`src/rtl/biriscv_mem_pkg.sv`:
```
// Shared types and the address-range helper for the biRISC-V harness memory arbiter.
package biriscv_mem_pkg;

    typedef enum logic [1:0] {
        IDLE  = 2'd0,
        I_LO  = 2'd1,
        I_HI  = 2'd2,
        D_RSP = 2'd3
    } arb_state_e;

    typedef enum logic {
        GRANT_I = 1'b0,
        GRANT_D = 1'b1
    } grant_e;

    // Unsigned subtraction makes addresses below base wrap to a huge offset, i.e. unmapped.
    function automatic logic in_range(input logic [31:0] addr,
                                      input logic [31:0] base,
                                      input logic [31:0] bytes);
        logic [31:0] offset;
        offset = addr - base;
        return (offset < bytes);
    endfunction

endpackage

```
`src/rtl/biriscv_rr_arb2.sv`:
```
// Two-requester round-robin arbiter (fetch vs data) holding the last-grant history bit.
module biriscv_rr_arb2
    import biriscv_mem_pkg::*;
(
    input  logic clk,
    input  logic rst,
    input  logic enable,
    input  logic req_fetch,
    input  logic req_data,
    output logic grant_fetch,
    output logic grant_data
);

    grant_e last_grant_r;

    // Fetch wins unless data is also requesting and fetch took the previous grant.
    always_comb begin
        grant_fetch = 1'b0;
        grant_data  = 1'b0;
        if (enable) begin
            if (req_fetch && (!req_data || (last_grant_r == GRANT_D))) begin
                grant_fetch = 1'b1;
            end else if (req_data) begin
                grant_data = 1'b1;
            end else begin
                grant_fetch = 1'b0;
                grant_data  = 1'b0;
            end
        end else begin
            grant_fetch = 1'b0;
            grant_data  = 1'b0;
        end
    end

    // History starts at data so fetch wins the first tie after reset.
    always_ff @(posedge clk) begin
        if (rst) begin
            last_grant_r <= GRANT_D;
        end else if (grant_fetch) begin
            last_grant_r <= GRANT_I;
        end else if (grant_data) begin
            last_grant_r <= GRANT_D;
        end else begin
            last_grant_r <= last_grant_r;
        end
    end

endmodule

```
`src/rtl/biriscv_mem_arbiter.sv`:
```
// Shares one 32-bit synchronous memory port between the 64-bit fetch port and the tagged data port.
module biriscv_mem_arbiter
    import biriscv_mem_pkg::*;
#(
    parameter logic [31:0] MEM_BASE  = 32'h8000_0000,
    parameter logic [31:0] MEM_BYTES = 32'h0001_0000,
    parameter int          TAG_W     = 11
) (
    input  logic             clk_i,
    input  logic             rst_i,
    input  logic             i_rd_i,
    input  logic [31:0]      i_pc_i,
    output logic             i_accept_o,
    output logic             i_valid_o,
    output logic [63:0]      i_inst_o,
    output logic             i_error_o,
    input  logic             d_rd_i,
    input  logic [3:0]       d_wr_i,
    input  logic [31:0]      d_addr_i,
    input  logic [31:0]      d_data_wr_i,
    input  logic [TAG_W-1:0] d_req_tag_i,
    output logic             d_accept_o,
    output logic             d_ack_o,
    output logic [31:0]      d_data_rd_o,
    output logic [TAG_W-1:0] d_resp_tag_o,
    output logic             d_error_o,
    output logic             mem_req_o,
    output logic             mem_we_o,
    output logic [31:0]      mem_addr_o,
    output logic [31:0]      mem_wdata_o,
    output logic [3:0]       mem_strb_o,
    input  logic [31:0]      mem_rdata_i
);

    arb_state_e       state_r;
    arb_state_e       state_nxt_s;
    logic [31:0]      pc_r;
    logic [31:0]      lo_r;
    logic [TAG_W-1:0] tag_r;
    logic             write_r;
    logic             err_r;

    logic             arb_en_s;
    logic             d_req_s;
    logic             grant_fetch_s;
    logic             grant_data_s;
    logic             fetch_lo_ok_s;
    logic             fetch_hi_ok_s;
    logic             fetch_err_s;
    logic             data_err_s;
    logic             hi_beat_ok_s;

    assign arb_en_s = (state_r == IDLE) && !rst_i;
    assign d_req_s  = d_rd_i | (|d_wr_i);

    // Base is at least 8-byte aligned, so checking the raw addresses equals checking the aligned ones.
    assign fetch_lo_ok_s = in_range(i_pc_i, MEM_BASE, MEM_BYTES);
    assign fetch_hi_ok_s = in_range({i_pc_i[31:3], 3'b100}, MEM_BASE, MEM_BYTES);
    assign fetch_err_s   = !(fetch_lo_ok_s && fetch_hi_ok_s);
    assign data_err_s    = !in_range(d_addr_i, MEM_BASE, MEM_BYTES);
    assign hi_beat_ok_s  = in_range(pc_r + 32'd4, MEM_BASE, MEM_BYTES);

    biriscv_rr_arb2 u_arb (
        .clk         (clk_i),
        .rst         (rst_i),
        .enable      (arb_en_s),
        .req_fetch   (i_rd_i),
        .req_data    (d_req_s),
        .grant_fetch (grant_fetch_s),
        .grant_data  (grant_data_s)
    );

    // Next state follows the fixed beat sequence of each transaction type.
    always_comb begin
        state_nxt_s = state_r;
        case (state_r)
            IDLE: begin
                if (grant_fetch_s) begin
                    state_nxt_s = I_LO;
                end else if (grant_data_s) begin
                    state_nxt_s = D_RSP;
                end else begin
                    state_nxt_s = IDLE;
                end
            end
            I_LO:    state_nxt_s = I_HI;
            I_HI:    state_nxt_s = IDLE;
            D_RSP:   state_nxt_s = IDLE;
            default: state_nxt_s = IDLE;
        endcase
    end

    // Memory beats and responses; everything is forced low while reset is held so an aborted
    // transaction can never emit a response.
    always_comb begin
        i_accept_o   = 1'b0;
        i_valid_o    = 1'b0;
        i_inst_o     = 64'd0;
        i_error_o    = 1'b0;
        d_accept_o   = 1'b0;
        d_ack_o      = 1'b0;
        d_data_rd_o  = 32'd0;
        d_resp_tag_o = '0;
        d_error_o    = 1'b0;
        mem_req_o    = 1'b0;
        mem_we_o     = 1'b0;
        mem_addr_o   = 32'd0;
        mem_wdata_o  = 32'd0;
        mem_strb_o   = 4'd0;
        if (!rst_i) begin
            case (state_r)
                IDLE: begin
                    if (grant_fetch_s) begin
                        i_accept_o = 1'b1;
                        if (fetch_lo_ok_s) begin
                            mem_req_o  = 1'b1;
                            mem_addr_o = {i_pc_i[31:3], 3'b000};
                        end else begin
                            mem_req_o  = 1'b0;
                        end
                    end else if (grant_data_s) begin
                        d_accept_o = 1'b1;
                        if (!data_err_s) begin
                            mem_req_o   = 1'b1;
                            mem_we_o    = |d_wr_i;
                            mem_addr_o  = {d_addr_i[31:2], 2'b00};
                            mem_wdata_o = d_data_wr_i;
                            mem_strb_o  = d_wr_i;
                        end else begin
                            mem_req_o   = 1'b0;
                        end
                    end else begin
                        mem_req_o = 1'b0;
                    end
                end
                I_LO: begin
                    if (hi_beat_ok_s) begin
                        mem_req_o  = 1'b1;
                        mem_addr_o = pc_r + 32'd4;
                    end else begin
                        mem_req_o  = 1'b0;
                    end
                end
                I_HI: begin
                    i_valid_o = 1'b1;
                    i_error_o = err_r;
                    if (err_r) begin
                        i_inst_o = 64'd0;
                    end else begin
                        i_inst_o = {mem_rdata_i, lo_r};
                    end
                end
                D_RSP: begin
                    d_ack_o      = 1'b1;
                    d_resp_tag_o = tag_r;
                    d_error_o    = err_r;
                    if (err_r || write_r) begin
                        d_data_rd_o = 32'd0;
                    end else begin
                        d_data_rd_o = mem_rdata_i;
                    end
                end
                default: begin
                    mem_req_o = 1'b0;
                end
            endcase
        end else begin
            mem_req_o = 1'b0;
        end
    end

    // Transaction context captured at grant time, low fetch word captured one beat later.
    always_ff @(posedge clk_i) begin
        if (rst_i) begin
            state_r <= IDLE;
            pc_r    <= 32'd0;
            lo_r    <= 32'd0;
            tag_r   <= '0;
            write_r <= 1'b0;
            err_r   <= 1'b0;
        end else begin
            state_r <= state_nxt_s;
            if (grant_fetch_s) begin
                pc_r  <= {i_pc_i[31:3], 3'b000};
                err_r <= fetch_err_s;
            end else if (grant_data_s) begin
                tag_r   <= d_req_tag_i;
                write_r <= |d_wr_i;
                err_r   <= data_err_s;
            end
            if (state_r == I_LO) begin
                lo_r <= mem_rdata_i;
            end
        end
    end

endmodule

```
`config.mk`:
```
export PLATFORM = sky130hd
export DESIGN_NAME = biriscv_mem_arbiter
export DESIGN_NICKNAME = d
export VERILOG_FILES = /design/src/rtl/biriscv_mem_pkg.sv /design/src/rtl/biriscv_rr_arb2.sv /design/src/rtl/biriscv_mem_arbiter.sv
export SDC_FILE = /design/constraint.sdc
export NUM_CORES = 1
export LEC_CHECK = 0
export BUFFER_PORTS_ARGS = -buffer_cell sky130_fd_sc_hd__buf_4
export CAP_MARGIN = 25
export CORE_AREA = 2 2 128 130
export DETAILED_ROUTE_END_ITERATION = 8
export DIE_AREA = 0 0 130 132
export PLACE_DENSITY_LB_ADDON = 0.12
export SYNTH_ARGS = -nofsm -noshare
export SYNTH_HDL_FRONTEND = slang
export SYNTH_SLANG_ARGS = --single-unit
```
`constraint.sdc`:
```
create_clock -name clk_i -period 5 [get_ports clk_i]
set_clock_uncertainty 0.05 [all_clocks]
set_input_delay 1.25 -clock clk_i [delete_from_list [all_inputs] [get_ports clk_i]]
set_output_delay 1.25 -clock clk_i [all_outputs]
set_load 0.005 [all_outputs]
```
==> PnR_summary.wiki <==
{| class="wikitable"
! Metric !! Value
|-
| Startpoint type of the worst setup path || input pin
|-
| Total power divided by cell area || 242 nW/um^2
|-
| Synth top area cells || dfxtp_1 (34%), and2_1 (22%), a21oi_1 (7.0%)
|-
| Required time of the critical path || ~3.7 ns
|-
| Hold buffer count at cts || 0
|-
| Total Nets Final || 1027
|-
| Maxcap violations || 0
|-
| Detailed Route WL || 17000 um
|-
| Hold violation count in the final report || 0
|-
| Buf/Inv on CP || 3
|-
| I/O pins || 330
|-
| Antenna violations before repair || 0
|-
| Post-synthesis sequential element count || 77
|-
| Master of the slowest instance on the critical path || or4_4
|-
| Final-layout setup total negative slack || 0 ns
|-
| Synth warn || 0
|-
| TritonCTS clock tree || done
|-
| Post-detail-place hpwl || ~13000 um
|-
| Area growth from synthesis to final layout || 62.0%
|-
| Post-route fraction of the period consumed by the critical path || 0.921
|-
| Cell occurring most often along the worst timing path || buf_4
|-
| Placement Cell Area || between 6000 and 7000 um^2
|-
| Netlist area before placement || ~4500 um^2
|-
| Vias after detailed routing || approximately 5100
|-
| Capturing element type of the critical path || output pin
|-
| Antenna diodes || 0
|-
| Mean number of vias per cell || roughly 4.7
|-
| Total CTS buffers || 9
|-
| List of most frequent post-synthesis cells || and2_1 (159), dfxtp_1 (77), nand2_1 (68)
|-
| Primary FF master, synth || dfxtp_1
|-
| Initial Utilization || 0.285
|-
| Clk pin slew, worst setup/hold paths || 0.05 ns
|-
| Synth top area share || 0.344
|-
| Clk sink count || 77
|-
| Achievable Freq || 217 MHz
|-
| Die Outline Area || 17200 um^2
|-
| Measured slew at the worst slew-check pin || 0.973 ns
|-
| IO buf count || 307
|-
| Min Tclk post-route || 4.61 ns
|-
| Cell family with the largest share of critical-path delay || simple AND/OR/NAND/NOR gates
|-
| Antenna-violating nets left || 0
|-
| Leading area contributor after synthesis || dfxtp_1
|-
| Die outline height || 132 um
|-
| Cell area after layout || slightly above 7000 um^2
|-
| Unrepaired setup endpoints after global routing || no
|-
| Netlist cell types || 35
|-
| H-tree levels || 3
|-
| Layout cells sized above 1 || 0.403
|-
| Mean instance size in the synthesized netlist || about 7.5 um^2
|-
| Later-pin clock latency in the skew report || 0.33 ns
|-
| Worst setup timing slack at the placement stage || 0.420 ns
|-
| Most common cell in the netlist || and2_1
|-
| Gr ovfl total || 0
|-
| Pin count of the biggest net entering global routing || 67
|-
| Deepest clock path buffer count || 2
|-
| Critical path cell sequence || buf_4 -> or4_4 -> o21ba_4 -> nor3_4 -> buf_4 -> a221o_2 -> buf_4
|-
| Count of flip-flops with a built-in enable after synthesis || 0
|-
| Chip Width || 130 um
|-
| Post-layout worst setup margin || roughly 0.39 ns
|-
| Classification of the worst-slack hold path || flop to flop
|-
| Total number of placement rows || 46
|-
| Biggest cell delay along the critical path || approximately 0.6 ns
|-
| Max transition margin || 0.352
|-
| Post-DR wirelength/cell || around 15 um
|-
| Total global-route track usage || 0.189
|-
| Initial detailed-routing violation count || 204
|-
| Vias in the first global route || 4947
|-
| Area inside the core boundary || 15700 um^2
|-
| Post-route core utilization || 0.462
|-
| Sequential element share of the synthesized area || 0.344
|-
| Global-route wire length before repair || around 25000 um
|-
| Largest fanout of any net on the critical path || 31
|-
| Post-CTS Setup Repair Bufs || 0
|-
| Max IR drop VDD || 0.000149 V
|-
| Pre-Repair DR Iteration Count || 6
|-
| Post-CTS resize count || 0
|-
| Root buffer cell || clkbuf_16
|-
| Critical path start-end classification || input pin to output pin
|-
| Fill cells || 1574
|-
| Residual DRC count || 0
|-
| Share of flip-flops with an asynchronous set or reset after synthesis || 0
|-
| Final-report max-slew violation count || 0
|-
| Synthesized instance count || 600
|-
| CP Data Arrival Time || 3.31 ns
|-
| Count of endpoints failing setup in the final report || 0
|-
| Outcome || finished, final reports clean
|-
| LEAKAGE || roughly 3.5 nW
|-
| Final weighted congestion in routability-driven placement || about 0.81
|}
-- cell type report --
cell class,count,area [um^2],area share
repair buffers,321,2420,0.333
clock inverters,6,136,0.0188
multi-input cells,456,2620,0.360
well taps,216,270,0.0372
flip-flops and latches,77,1540,0.212
clock buffers,9,225,0.0310
inverters,15,56.3,0.00775
-- registers in the layout, indices dropped and copies added (netlist names) --
register            cells
lo_r                   32
pc_r                   29
err_r                   1
tag_r                  11
state_r                 2
write_r                 1
u_arb.last_grant_r      1
-- metrics by stage --
step | total power, mW | instances | hold slack (ns)
floorplan | 0.837 | 616 | 0.382
global placement | 0.978 | 1084 | 0.387
detailed placement | 0.987 | 1084 | 0.393
CTS | 1.78 | 1099 | 0.401
global route | 1.84 | 1100 | 0.417
finish | 1.76 | 1100 | 0.398
-- cell usage in the layout, fill, tap and decap left out, types with 2 or more instances in the layout --
cell,count
a21oi_1,63
a221o_1,6
a221o_2,7
and2_1,159
buf_4,320
bufinv_16,4
clkbuf_16,9
conb_1,17
dfxtp_1,77
inv_1,15
mux2i_1,11
nand2_1,68
nand3_1,30
nand4_1,2
nor2_1,16
nor2b_2,2
nor3_1,15
nor4_1,10
nor4b_1,3
o21ai_0,29
o31a_2,2
-- logic make-up after synthesis --
family,count (synthesis),share of synthesized area
muxes,11,0.0246
DFF,77,0.344
and+or+nand+nor,314,0.386
other,1,0.000836
buffers and inverters,83,0.0910
AOI/OAI and AO/OA,114,0.154
-- worst paths after layout --
kind | cells past startpoint | start | end | slack (ns)
setup / recovery | 7 | d_wr_i[0] | mem_addr_o[9] | 0.39
hold / removal | 2 | lo_r[25]$_SDFFE_PP0P_ | lo_r[25]$_SDFFE_PP0P_ | 0.40
setup reg to reg | 5 | state_r[1]$_SDFF_PP0_ | pc_r[28]$_SDFFE_PP0P_ | 2.82
hold reg to reg | 2 | lo_r[25]$_SDFFE_PP0P_ | lo_r[25]$_SDFFE_PP0P_ | 0.40
-- layer usage --
layer / wire length, um / track usage / up-vias
met5: 0 / 0 / -
met4: 507 / 0.0818 / 0
met3: 1430 / 0.0422 / 30
met2: 8990 / 0.360 / 235
met1: 6100 / 0.192 / 2344
li1: - / - / 2512
-- worst min-delay path: stages (launching register included) --
cell,delay (ns)
dfxtp_1,0.30
nand2_1,0.05
a21oi_1,0.05
-- power breakdown --
group / internal, mW / switching [mW] / leakage, nW / total [mW]
Sequential: 0.654 / 0.0222 / 0.628 / 0.676
Combinational: 0.148 / 0.147 / 2.69 / 0.295
Clock: 0.536 / 0.248 / 0.172 / 0.783
Note: power is estimated with default switching activity, not from simulation.
